## src/rtl/tdc_record_rx.sv

```systemverilog
// TDC record link receiver: 8N1 deserialiser plus byte-to-record assembly with a valid/ready holding register.
// Optional TDC_RECORD_RX_STATS_EN adds saturating rec_count/err_count outputs.
`timescale 1ns/1ps
module tdc_record_rx #(
  parameter int CLK_PER_BIT      = 12,
  parameter int BYTES_PER_RECORD = 6,
  parameter int GAP_BITS         = 20
) (
  input  logic                            clk,
  input  logic                            rst_n,
  input  logic                            rx,
  output logic [8*BYTES_PER_RECORD-1:0]   record,
  output logic                            record_valid,
  input  logic                            record_ready,
  output logic                            framing_err,
  output logic                            gap_err,
  output logic                            overrun
`ifdef TDC_RECORD_RX_STATS_EN
  ,
  output logic [15:0]                     rec_count,
  output logic [15:0]                     err_count
`endif
);

  localparam int RW        = 8 * BYTES_PER_RECORD;
  localparam int CW        = (CLK_PER_BIT > 1) ? $clog2(CLK_PER_BIT) : 1;
  localparam int BCW       = (BYTES_PER_RECORD > 1) ? $clog2(BYTES_PER_RECORD) : 1;
  localparam int GAP_LIMIT = GAP_BITS * CLK_PER_BIT;
  localparam int GW        = $clog2(GAP_LIMIT + 1);

  localparam logic [CW-1:0]  HALF_M1  = CW'(CLK_PER_BIT / 2 - 1);
  localparam logic [CW-1:0]  BIT_M1   = CW'(CLK_PER_BIT - 1);
  localparam logic [BCW-1:0] LAST_BYTE = BCW'(BYTES_PER_RECORD - 1);
  localparam logic [GW-1:0]  GAP_M1   = GW'(GAP_LIMIT - 1);

  typedef enum logic [2:0] {IDLE, START, DATA, STOP, BREAK} state_t;

  state_t         state_q, state_d;
  logic [1:0]     sync_q;
  logic           rx_s, rx_q;
  logic [CW-1:0]  clk_cnt_q, clk_cnt_d;
  logic [2:0]     bit_cnt_q, bit_cnt_d;
  logic [7:0]     shift_q, shift_d;
  logic [BCW-1:0] byte_cnt_q;
  logic [GW-1:0]  gap_cnt_q;
  logic [RW-1:0]  asm_q, asm_next;
  logic           start_det, byte_done, frame_bad;
  logic           last_byte, load, drop, gap_expire;

  assign rx_s = sync_q[1];

  always_ff @(posedge clk or negedge rst_n) begin
    if (!rst_n) begin
      sync_q <= 2'b11;
      rx_q   <= 1'b1;
    end else begin
      sync_q <= {sync_q[0], rx};
      rx_q   <= rx_s;
    end
  end

  always_ff @(posedge clk or negedge rst_n) begin
    if (!rst_n) begin
      state_q   <= IDLE;
      clk_cnt_q <= '0;
      bit_cnt_q <= '0;
      shift_q   <= '0;
    end else begin
      state_q   <= state_d;
      clk_cnt_q <= clk_cnt_d;
      bit_cnt_q <= bit_cnt_d;
      shift_q   <= shift_d;
    end
  end

  // Bit timing: start bit checked at half a bit, then every full bit lands mid-bit.
  always_comb begin
    state_d   = state_q;
    clk_cnt_d = clk_cnt_q + CW'(1);
    bit_cnt_d = bit_cnt_q;
    shift_d   = shift_q;
    start_det = 1'b0;
    byte_done = 1'b0;
    frame_bad = 1'b0;
    case (state_q)
      IDLE: begin
        clk_cnt_d = '0;
        if (rx_q && !rx_s) begin
          start_det = 1'b1;
          state_d   = START;
        end
      end
      START: begin
        if (clk_cnt_q == HALF_M1) begin
          clk_cnt_d = '0;
          bit_cnt_d = '0;
          state_d   = rx_s ? IDLE : DATA;
        end
      end
      DATA: begin
        if (clk_cnt_q == BIT_M1) begin
          clk_cnt_d = '0;
          shift_d   = {rx_s, shift_q[7:1]};
          if (bit_cnt_q == 3'd7) state_d = STOP;
          else                   bit_cnt_d = bit_cnt_q + 3'd1;
        end
      end
      STOP: begin
        if (clk_cnt_q == BIT_M1) begin
          clk_cnt_d = '0;
          if (rx_s) begin
            byte_done = 1'b1;
            state_d   = IDLE;
          end else begin
            frame_bad = 1'b1;
            state_d   = BREAK;
          end
        end
      end
      BREAK: begin
        clk_cnt_d = '0;
        if (rx_s) state_d = IDLE;
      end
      default: state_d = IDLE;
    endcase
  end

  assign asm_next   = (asm_q << 8) | RW'(shift_q);
  assign last_byte  = byte_done && (byte_cnt_q == LAST_BYTE);
  assign load       = last_byte && (!record_valid || record_ready);
  assign drop       = last_byte && !load;
  assign gap_expire = (state_q == IDLE) && (byte_cnt_q != '0) && !start_det && (gap_cnt_q == GAP_M1);

  always_ff @(posedge clk or negedge rst_n) begin
    if (!rst_n) begin
      byte_cnt_q <= '0;
      gap_cnt_q  <= '0;
      asm_q      <= '0;
    end else begin
      if (frame_bad || gap_expire) byte_cnt_q <= '0;
      else if (byte_done)          byte_cnt_q <= last_byte ? '0 : byte_cnt_q + BCW'(1);

      if (byte_done) asm_q <= asm_next;

      // The gap timer only runs while a partial record is pending.
      if (start_det || byte_cnt_q == '0 || gap_expire) gap_cnt_q <= '0;
      else if (state_q == IDLE)                        gap_cnt_q <= gap_cnt_q + GW'(1);
    end
  end

  always_ff @(posedge clk or negedge rst_n) begin
    if (!rst_n) begin
      record       <= '0;
      record_valid <= 1'b0;
      framing_err  <= 1'b0;
      gap_err      <= 1'b0;
      overrun      <= 1'b0;
    end else begin
      if (load) begin
        record       <= asm_next;
        record_valid <= 1'b1;
      end else if (record_ready) begin
        record_valid <= 1'b0;
      end
      framing_err <= frame_bad;
      gap_err     <= gap_expire;
      overrun     <= drop;
    end
  end

`ifdef TDC_RECORD_RX_STATS_EN
  always_ff @(posedge clk or negedge rst_n) begin
    if (!rst_n) begin
      rec_count <= '0;
      err_count <= '0;
    end else begin
      if (load && rec_count != 16'hFFFF) rec_count <= rec_count + 16'd1;
      if ((frame_bad || gap_expire || drop) && err_count != 16'hFFFF) err_count <= err_count + 16'd1;
    end
  end
`endif

endmodule
```

## config.mk

```make
export PLATFORM = sky130hd
export DESIGN_NAME = tdc_record_rx
export DESIGN_NICKNAME = d
export VERILOG_FILES = /design/src/rtl/tdc_record_rx.sv
export SDC_FILE = /design/constraint.sdc
export NUM_CORES = 1
export LEC_CHECK = 0
export BUFFER_PORTS_ARGS = -buffer_cell sky130_fd_sc_hd__buf_4
export CORE_AREA = 2 2 94 118
export CTS_CLUSTER_DIAMETER = 100
export DETAILED_ROUTE_END_ITERATION = 10
export DIE_AREA = 0 0 96 120
export PLACE_DENSITY = 0.69
export REMOVE_ABC_BUFFERS = 1
export SETUP_SLACK_MARGIN = 0.4
export SLEW_MARGIN = 0
export SYNTH_ARGS = -nofsm -noshare
export SYNTH_HDL_FRONTEND = slang
export SYNTH_SLANG_ARGS = --single-unit
```

## constraint.sdc

```tcl
create_clock -name clk -period 6.5 [get_ports clk]
set_clock_uncertainty 0.2 [all_clocks]
set_input_delay 0.65 -clock clk [delete_from_list [all_inputs] [get_ports clk]]
set_output_delay 0.65 -clock clk [all_outputs]
set_load 0.01 [all_outputs]
```

=== Word level (Yosys, flattened, before mapping) ===
Cells that the tools add are included.

* Add/subtract/negate cells: 4
* Multiply operators: 0
* Div/mod/pow operators: 0
* $lt $le $gt $ge: 0
* Equal/unequal tests: 16
* Shift operators: 0
* Mux-type cells: 31
* Bitwise logic cells: 1
* Reduce and logical (&&, ||, !) cells: 27

{| class="wikitable"
|+ Operators with widths
! cell !! number
|-
| bitwise OR 48 x 8 -> 48 bit || 1
|-
| two-way mux 3 bit || 13
|-
| two-way mux 8 bit || 2
|-
| one-hot mux 3 bit (5 select lines) || 1
|-
| != test 2 bit (second input constant) || 7
|-
| one-hot mux 4 bit (3 select lines) || 1
|-
| two-way mux 1 bit || 10
|-
| == test 3 bit (second input constant) || 3
|-
| adder 8 x 1 -> 8 bit (second input constant) || 1
|-
| == test 8 bit (second input constant) || 1
|-
| two-way mux 4 bit || 2
|-
| nonzero test 2 bit || 4
|-
| logical AND 1 bit || 7
|-
| adder 3 x 1 -> 3 bit (second input constant) || 2
|-
| == test 3 x 2 -> 1 bit (second input constant) || 2
|-
| zero test 3 bit || 2
|-
| one-hot mux 3 bit (2 select lines) || 1
|-
| AND reduction 6 bit || 1
|-
| adder 4 x 1 -> 4 bit (second input constant) || 1
|-
| == test 4 x 3 -> 1 bit (second input constant) || 1
|-
| == test 4 bit (second input constant) || 1
|-
| zero test 1 bit || 4
|-
| logical OR 1 bit || 4
|-
| AND reduction 4 bit || 1
|-
| 5 further kinds || 6
|}

* Register bits after elaboration: 124
* Bits in latches: 0
* RAM bits: 0
* Memory bits (read-only): 0
* Bits of input ports: 4
* Output and inout bits: 52
* Logic and storage cells: 93
* Memories: 0

=== Logic depth before layout (Yosys ltp) ===
Gate-level depths: netlist (run 1).

* Depth in word-level cells: 9
* Mapped depth: 9
* Depth with buffers taken out: 6

=== Worst setup path after synthesis (run 1) ===
OpenSTA, ideal clock, no wires.

* Kind: flip-flop to flip-flop
* Start: reg clk_cnt_q[0]
* End: reg record[10]
* Setup time: 0.125 ns
* Arrival time: 1.961 ns
* Data required time: 6.175 ns
* Setup slack: 4.214 ns
* Stages on the path, launching flop included: 10
* Buffers on the path: 4
* Clock period less this slack: 2.286 ns
* Path through: dfrtp_1 -> ha_1 -> and3b_1 -> buf_2 -> and4_1 -> buf_4 -> nand4_2 -> buf_6 -> buf_6 -> mux2_4

* Cells in the longest elaborated chain, start to end: 5

{| class="wikitable"
|+ RTL lines
! what !! RTL line !! text
|-
| start, declared || 41 || <nowiki>logic [CW-1:0] clk_cnt_q, clk_cnt_d;</nowiki>
|-
| start signal, assigned || 70 || <nowiki>clk_cnt_q <= clk_cnt_d;</nowiki>
|-
| == test 4 bit || 109 || <nowiki>if (clk_cnt_q == BIT_M1) begin</nowiki>
|-
| two-way mux 1 bit || 109 ||
|-
| two-way mux 1 bit || 85 || <nowiki>case (state_q)</nowiki>
|-
| logical AND 1 bit || 129 || <nowiki>assign last_byte = byte_done && (byte_cnt_q == LAST_BYTE);</nowiki>
|-
| logical AND 1 bit || 130 || <nowiki>assign load = last_byte && (!record_valid || record_ready);</nowiki>
|-
| end signal, assigned || 160 || <nowiki>record <= asm_next;</nowiki>
|-
| end, declared || 12 || <nowiki>output logic [8*BYTES_PER_RECORD-1:0] record,</nowiki>
|}

No other way between the ends.
A chain may end at the register's enable or synchronous reset.

=== Final worst setup path (run 1) ===
* Start: reg clk_cnt_q[0]
* End: reg record[18]

The elaborated chain is that of the path after synthesis.

==> impl_summary.md, run 1 <==
Global route
The maximum number of pins on one net before global-route repair is 83. The sum of overflow across all layers after global routing is 0. The first-pass GRT wire length is around 15000 um. The number of antenna violations at the first check in global routing is 0.

The number of global-route vias before repair is ~3200. The global-route usage over all layers is between 10% and 20%.

Synth
Yosys printed 0 warnings. The post-synth design cell area is a little over 0.005 mm2. dfrtp_1 takes more of the synthesized area than any other cell. Yosys attributes the largest share of cell area to dfrtp_1 59%, nand2_1 9.5%, mux2_2 8.2%, mux2_4 5.9%, ha_1 2.0%. The post-synthesis sequential element count is approximately 120. The cell count after synthesis came out at 429. Of all flip-flops after synthesis, the portion carrying an async set or reset was 100%. Dividing the synthesized area by the synthesized cell count gives around 12 um2. The share of the yosys chip area belonging to registers is roughly 61%.

The most used flip-flop cell after synthesis is dfrtp_1. In this run, synthesis inferred 0 flip-flops with an integrated enable. The top cell type by area accounts for about three fifths of the synthesized area. The number of different library cells used by synthesis comes to between 40 and 50.

Detailed routing
The number of nets still failing antenna checks after routing is 0. The number of optimization iterations in the first detailed-route pass is 4. The number of design rule violations left after detail routing is 0. For this block, the initial DRC count from the detailed router was roughly 180. The average wire per standard cell is about 14 um.

The final wirelength is between 8000 and 9000 um. The post-detailed-route via-to-cell ratio is between 5 and 6. The routed layout has roughly 3200 vias.

Run status
The flow ran to the end, and the final reports show no timing, DRC or antenna violations.

Critical path
The slowest stage of the critical path belongs to the cell nand4_4. The buffering stage count on the worst path with inverters included is 0. The signal on the critical path passes through ha_1 -> and3b_1 -> and4_2 -> nand4_4 -> mux2_4. The critical setup path kind is register to register. Data on the critical path is required at its endpoint by ~6.6 ns.

The cell family contributing the most delay on the critical path is simple AND/OR/NAND/NOR gates. The capturing element type of the critical path is a register. The worst path arrival time is around 3.7 ns. The longest individual stage delay on the worst path is approximately 0.88 ns. STA classifies the critical path startpoint as a register. The maximum fanout encountered on the critical timing path is 48.

Floorplanning
The die extent in y is ~120 um. The initial utilization of the core area, before any placement, comes to between 40% and 50%. The floorplan step defined a die boundary enclosing 0.0115 mm2.

During I/O placement, the number of pins put on the boundary was 56. After floorplanning, the core was divided into 42 placement rows. The floorplan die width is ~96 um.

The floorplan core area is between 0.01 and 0.015 mm2.

CTS
The TritonCTS clock tree is yes. After clock tree synthesis, the clock-pin slew on the worst setup and hold paths is roughly 0.050 ns. In this run the number of H-tree levels came out at 4. Post-CTS repair changed the size of 0 cells. The number of clock buffers inserted by TritonCTS is 17. The tree is rooted in a clkbuf_16. The number of setup buffers added after CTS is 0. The clock passes through at most 2 buffers.

The number of sinks on the clock net is about 120. The worst-skew pair later-pin latency is around 0.40 ns. The number of hold buffers added after cts is 0.

Placed design
The placed wire-length estimate is approximately 5400 um. The weighted congestion at the end of routability-driven global placement is about 0.8. The count of buffers added on input and output ports is 55.

Power and ir drop
Sequential cells burn around 43% of the power. The total power divided by cell area is approximately 310 mW/mm2. The analysis attributes to cell leakage a power of roughly 3.3 nW. The part of the power in the clock network is about half. The switching portion of total power is 21.8%.

Total power for the finished layout comes to 0.00196 W. Internal power comes to around 0.0015 W. Per report_power, the combinational group accounts for under 10% of the total. The switching power total is around 0.00043 W. VDD sags by at most 223 uV.

Layout
The area added between synthesis and finish is 22.0%. The count of inserted antenna diode cells is 0. The final net count is approximately 500.

The fraction of layout cells with a size suffix above 1 is 30.0%.

STA
Setup repair after global routing left no endpoint under its margin. The number of endpoints with negative hold slack in the final report is 0. The final setup violation count is 0. The final-report max-slew violation count is 0.

Adding up every negative setup slack in the final design gives 0 ns. The final critical-path share of the clock period is a little under three fifths. The headroom to the max-slew limit is between 30% and 40%.

The clock period could shrink to ~3.6 ns. The peak clock frequency supported by timing is 276 MHz. For the pin with the worst max-slew slack, the measured transition is about 1.0 ns.

Worst hold path
The worst min-delay path class is input pin to register.

Job
The count of max-cap constraint violations is 0.
[Yosys cell counts, types with 3 or more instances]
| cell type | count |
|---|---|
| buf_2 | 4 |
| ha_1 | 8 |
| xor2_1 | 7 |
| o21ai_0 | 5 |
| dfstp_2 | 3 |
| inv_1 | 4 |
| mux2_2 | 37 |
| nand2_1 | 129 |
| or3_1 | 3 |
| nor2b_1 | 4 |
| a21oi_1 | 6 |
| a21o_1 | 3 |
| a22o_1 | 3 |
| nand4_1 | 3 |
| nor2_1 | 17 |
| mux2_4 | 20 |
| dfrtp_1 | 121 |
| buf_6 | 3 |
| clkbuf_1 | 13 |
| o2111ai_1 | 4 |
[cells in the final DEF, fill, tap and decap left out, types with 3 or more instances in the layout]
cell	Yosys	layout
o21ai_0	5	5
buf_4	1	57
clkbuf_1	13	3
clkbuf_16	0	17
a21oi_1	6	6
or3_1	3	3
nand2_1	129	129
dfrtp_1	121	121
nand4_1	3	3
a21o_1	3	3
a22o_1	3	3
xor2_1	7	7
clkbuf_8	0	4
bufinv_16	0	4
nor2_1	17	17
dfstp_2	3	3
clkinv_2	0	3
inv_1	4	4
mux2_4	20	20
ha_1	8	8
nor2b_1	4	4
o2111ai_1	4	4
mux2_2	37	37
[worst reg2reg max path: cells and delay by family, from the launching register on]
kind / cells / cell delay [ns]
DFF: 1 / 0.40
and+or+nand+nor: 3 / 2.02
muxes: 1 / 0.66
adders and majority gates: 1 / 0.22
[routing by layer]
layer  track usage [%]  wire, um  up-vias
met5                 0         0        -
met4              6.16       102        0
met3              6.34       371        7
met2              26.3      4490       51
met1              20.5      3750     1621
li1                  -         -     1541
[area by class of cell]
cell class	instances	area [um2]
Inverter	4	15.0
Clock buffer	24	492
Sequential cell	124	3110
Timing Repair Buffer	57	428
Clock inverter	7	135
Fill cell	839	4240
Tap cell	132	165
Multi-Input combinational cell	280	1870
[cell families after synthesis]
logic type      Yosys count  share of synthesized area (%)
compound gates           27                           3.61
xor+xnor                  9                           1.55
fa+ha+maj                 8                           1.96
buf+inv                  25                           2.46
flops                   124                           61.0
mux                      57                           14.1
simple gates            179                           15.4
[state kept, by name (all words and copies together) (netlist names)]
register and flops:
record 48, asm_q 40, gap_cnt_q 8, shift_q 8, clk_cnt_q 4, bit_cnt_q 3
byte_cnt_q 3, state_q 3, sync_q 2, framing_err 1, gap_err 1, overrun 1
record_valid 1, rx_q 1
[power by group through the flow]
stage          combinational, W  sequential (W)  clock, W
6_report               0.000125        0.000845  0.000987
5_1_grt                0.000143        0.000853   0.00104
4_1_cts                0.000128        0.000845   0.00101
3_5_place_dp           0.000126        0.000857         0
3_3_place_gp           0.000121        0.000854         0
2_1_floorplan         0.0000895        0.000846         0
[through the flow]
step	instances	worst slack (ns)	area (um2)	utilization (%)	hold slack (ns)
finish	628	2.88	6220	59.4	0.154
global route	628	2.61	6220	59.4	0.137
CTS	628	2.82	6220	59.4	0.136
detailed placement	597	2.85	5590	53.4	0.147
global placement	597	2.93	5590	53.4	0.147
floorplan	408	2.59	4990	-	0.145
[worst paths after layout]
path                                   start         end  slack (ns)  depth (start not counted)
worst max-delay path            clk_cnt_q[0]  record[18]        2.88                          5
worst min-delay path                      rx   sync_q[0]        0.15                          1
worst max register to register  clk_cnt_q[0]  record[18]        2.88                          5
worst min register to register     sync_q[0]   sync_q[1]        0.15                          0
max in group asynchronous              rst_n   sync_q[1]        4.75                          2
min in group asynchronous              rst_n   record[8]        0.20                          1
Power figures use the tool's default switching activity.
==> run 2, diff against run 1 <==
- clock period: 6.5 -> 3.6 ns (I/O delays scaled with it)
==> impl_summary.md, run 2 (synthesis gave the netlist of run 1 again) <==
Run status
The flow ran to the end, and the final reports show no timing, DRC or antenna violations.

Layout
In the final layout, the registers with the most flip-flops are record x48, asm_q x40. The final net count is 499 (+0.60%). The final standard cell utilization of the core is 59.2% (-0.19 points). The register with the most flip-flops in the final layout is record.

The library cells used most frequently in the layout, excluding fill and tap cells, are 129 x nand2_1, 121 x dfrtp_1, 57 x buf_4. The final design instance area without fill is 0.00620 mm2 (-0.32%). Leaving out fill and tap cells, the most frequent cell in the layout is nand2_1.

The count of inserted antenna diode cells was 0 (unchanged). The fraction of layout cells with a size suffix above 1 is 30.1% (+0.080 points). The area added between synthesis and finish is 21.6%. The flip-flop count of the largest register, all copies and words added was 48 (unchanged). The final instance count without filler cells is 630 (+0.32%).

Floorplanning
The number of cell rows is 42 (unchanged). The floorplan die width was 96 um (unchanged). The die outline area was 0.0115 mm2 (unchanged).

The count of pins on the block boundary is 56 (unchanged). The floorplan core area is 0.0105 mm2 (unchanged). The initial core utilization was 48.7% (unchanged). The die extent in y is 120 um (unchanged).

Global route
The fraction of met2 tracks used by global routing is 24.7% (-1.6 points). The routing usage on met1 is 22.1% (+1.6 points). The global routing stage identified its most utilized layer as met2. The sum of overflow across all layers after global routing is 0 (unchanged). The first-pass GRT wire length is 14600 um (-0.89%). The number of global-route vias before repair came to 3049 (-4.4%). The global-route usage over all layers is 16.6% (-0.059 points).

The maximum number of pins on one net before global-route repair came to 101 (+22%). The number of antenna violations at the first check in global routing is 0 (unchanged). The fraction of met3 tracks used by global routing is 5.84% (-0.50 points).

CTS
The maximum buffer depth of the clock tree came to 2 (unchanged). The root buffer cell is clkbuf_16. The worst-skew pair later-pin latency is 0.40 ns (about the same). The clock slew seen by the registers of the worst setup and hold paths was 0.05 ns (about the same). The number of hold buffers added after cts is 2 (+2). The number of sinks on the clock net is 124 (unchanged). The buffers inserted during post-CTS setup optimization is 0 (unchanged).

TritonCTS built the clock tree. The count of H-tree levels built during CTS is 4 (unchanged). The quantity of gates resized following cts is 0 (unchanged). The number of clock buffers inserted by TritonCTS is 17 (unchanged).

STA
The peak clock frequency supported by timing is 335 MHz (+21%). The hold slack came to 0.143 ns (-0.0103 ns). The final critical-path share of the clock period is 82.8% (+27 points). The final setup violation count is 0 (unchanged). The final-report max-slew violation count was 0 (unchanged).

The number of endpoints with negative hold slack in the final report is 0 (unchanged). The final critical-path required period is 2.98 ns (-0.638 ns). The headroom to the max-slew limit was 29.8% (-0.63 points). The post-route setup TNS is 0 ns (unchanged). The transition time of the tightest slew-check pin came to 1.05 ns (+0.00743 ns). Setup repair after global routing left no endpoint under its margin.

Worst hold path
The worst hold path belongs to the class input pin to register.

Critical path
The buffering stage count on the worst path with inverters included was 0 (unchanged). The longest individual stage delay on the worst path is 0.79 ns (-0.09 ns). The maximum fanout encountered on the critical timing path was 48 (unchanged). The master of the slowest instance on the critical path is nand4_4. The required time at the endpoint of the critical path is 3.68 ns (-2.90 ns). The critical path startpoint category is a register. The kind of cell with the highest combined delay on the critical path is simple AND/OR/NAND/NOR gates. The signal on the critical path passes through ha_1 -> and3b_1 -> and4_2 -> nand4_4 -> mux2_2. The worst path arrival time came to 3.06 ns (-0.64 ns). The capturing element type of the critical path is a register. The worst setup path is of the register to register kind.

Placed design
The weighted congestion at the end of routability-driven global placement is 0.773 (-0.67%). The number of input and output port buffers inserted is 55 (unchanged). The placed cell area is 0.00561 mm2 (+0.36%). The placed wire-length estimate is 5470 um (+1.9%). The cell total after placement was 598 (+0.17%).

Power and ir drop
The switching portion of total power is 22.8% (+1.1 points). The leakage power is 3.31 nW (-0.31%). The relative contribution of combinational cells to total power is 6.9% (+0.5 points). The internal power came to 0.00260 W (+70%). The power share of the sequential group was 45.3% (+2.1 points). The maximum vdd drop came to 348 uV (+56%). The switching power total is 0.000769 W (+81%). The total power divided by cell area is 544 mW/mm2 (+73%). The part of the power in the clock network is 47.8% (-2.6 points).

Detailed routing
The initial detailed-routing violation count is 188 (+6.8%). The average wire per standard cell is 14.2 um (+2.6%). The number of nets still failing antenna checks after routing is 0 (unchanged).

The number of vias in the routed layout is 3209 (-0.34%). The post-detailed-route via-to-cell ratio is 5.09 (-0.66%). The final wirelength is 8970 um (+2.9%).

The number of optimization iterations in the first detailed-route pass is 4 (unchanged). The number of design rule violations left after detail routing is 0 (unchanged).

Job
The count of max-cap constraint violations is 0 (unchanged).
[run 2: final cells by class]
type | instances | area (um2)
inverters | 4 | 15.0
multi-input cells | 280 | 1870
well taps | 132 | 165
fillers | 847 | 4260
repair buffers | 60 | 468
clock buffers | 22 | 474
flip-flops and latches | 124 | 3110
clock inverters | 8 | 92.6
[run 2: worst paths after layout]
path / from / end / slack (ns) / cells past startpoint
worst max-delay path: clk_cnt_q[0] / record[2] / 0.62 / 5
worst min-delay path: record_ready / overrun / 0.14 / 3
worst max register to register: clk_cnt_q[0] / record[2] / 0.62 / 5
worst min register to register: sync_q[0] / sync_q[1] / 0.15 / 0
max in group asynchronous: rst_n / asm_q[13] / 2.19 / 3
min in group asynchronous: rst_n / record[16] / 0.20 / 2
[run 2: through the flow]
step | power, W | setup slack (ns)
2_1_floorplan | 0.00169 | -0.314
3_3_place_gp | 0.00176 | 0.672
3_5_place_dp | 0.00178 | 0.584
4_1_cts | 0.00342 | 0.593
5_1_grt | 0.00352 | 0.439
6_report | 0.00337 | 0.619
[run 2: power groups by stage]
stage / combinational (W) / clock, W / sequential (W)
after global routing: 0.000265 / 0.00172 / 0.00154
final: 0.000233 / 0.00161 / 0.00153
after global placement: 0.000220 / 0 / 0.00154
after CTS: 0.000238 / 0.00166 / 0.00152
after floorplan: 0.000162 / 0 / 0.00153
after detailed placement: 0.000234 / 0 / 0.00155
[run 2: routing by layer]
| metal | share of wire, % | vias to the layer above |
|---|---|---|
| met5 | 0 | - |
| met3 | 4.0 | 12 |
| li1 | - | 1555 |
| met2 | 50 | 63 |
| met4 | 1.1 | 0 |
| met1 | 45 | 1579 |
[run 2: tightest hold or removal path: stages]
cell and delay [ns]:
buf_4 0.07, nand2b_1 0.19, nor3_1 0.08
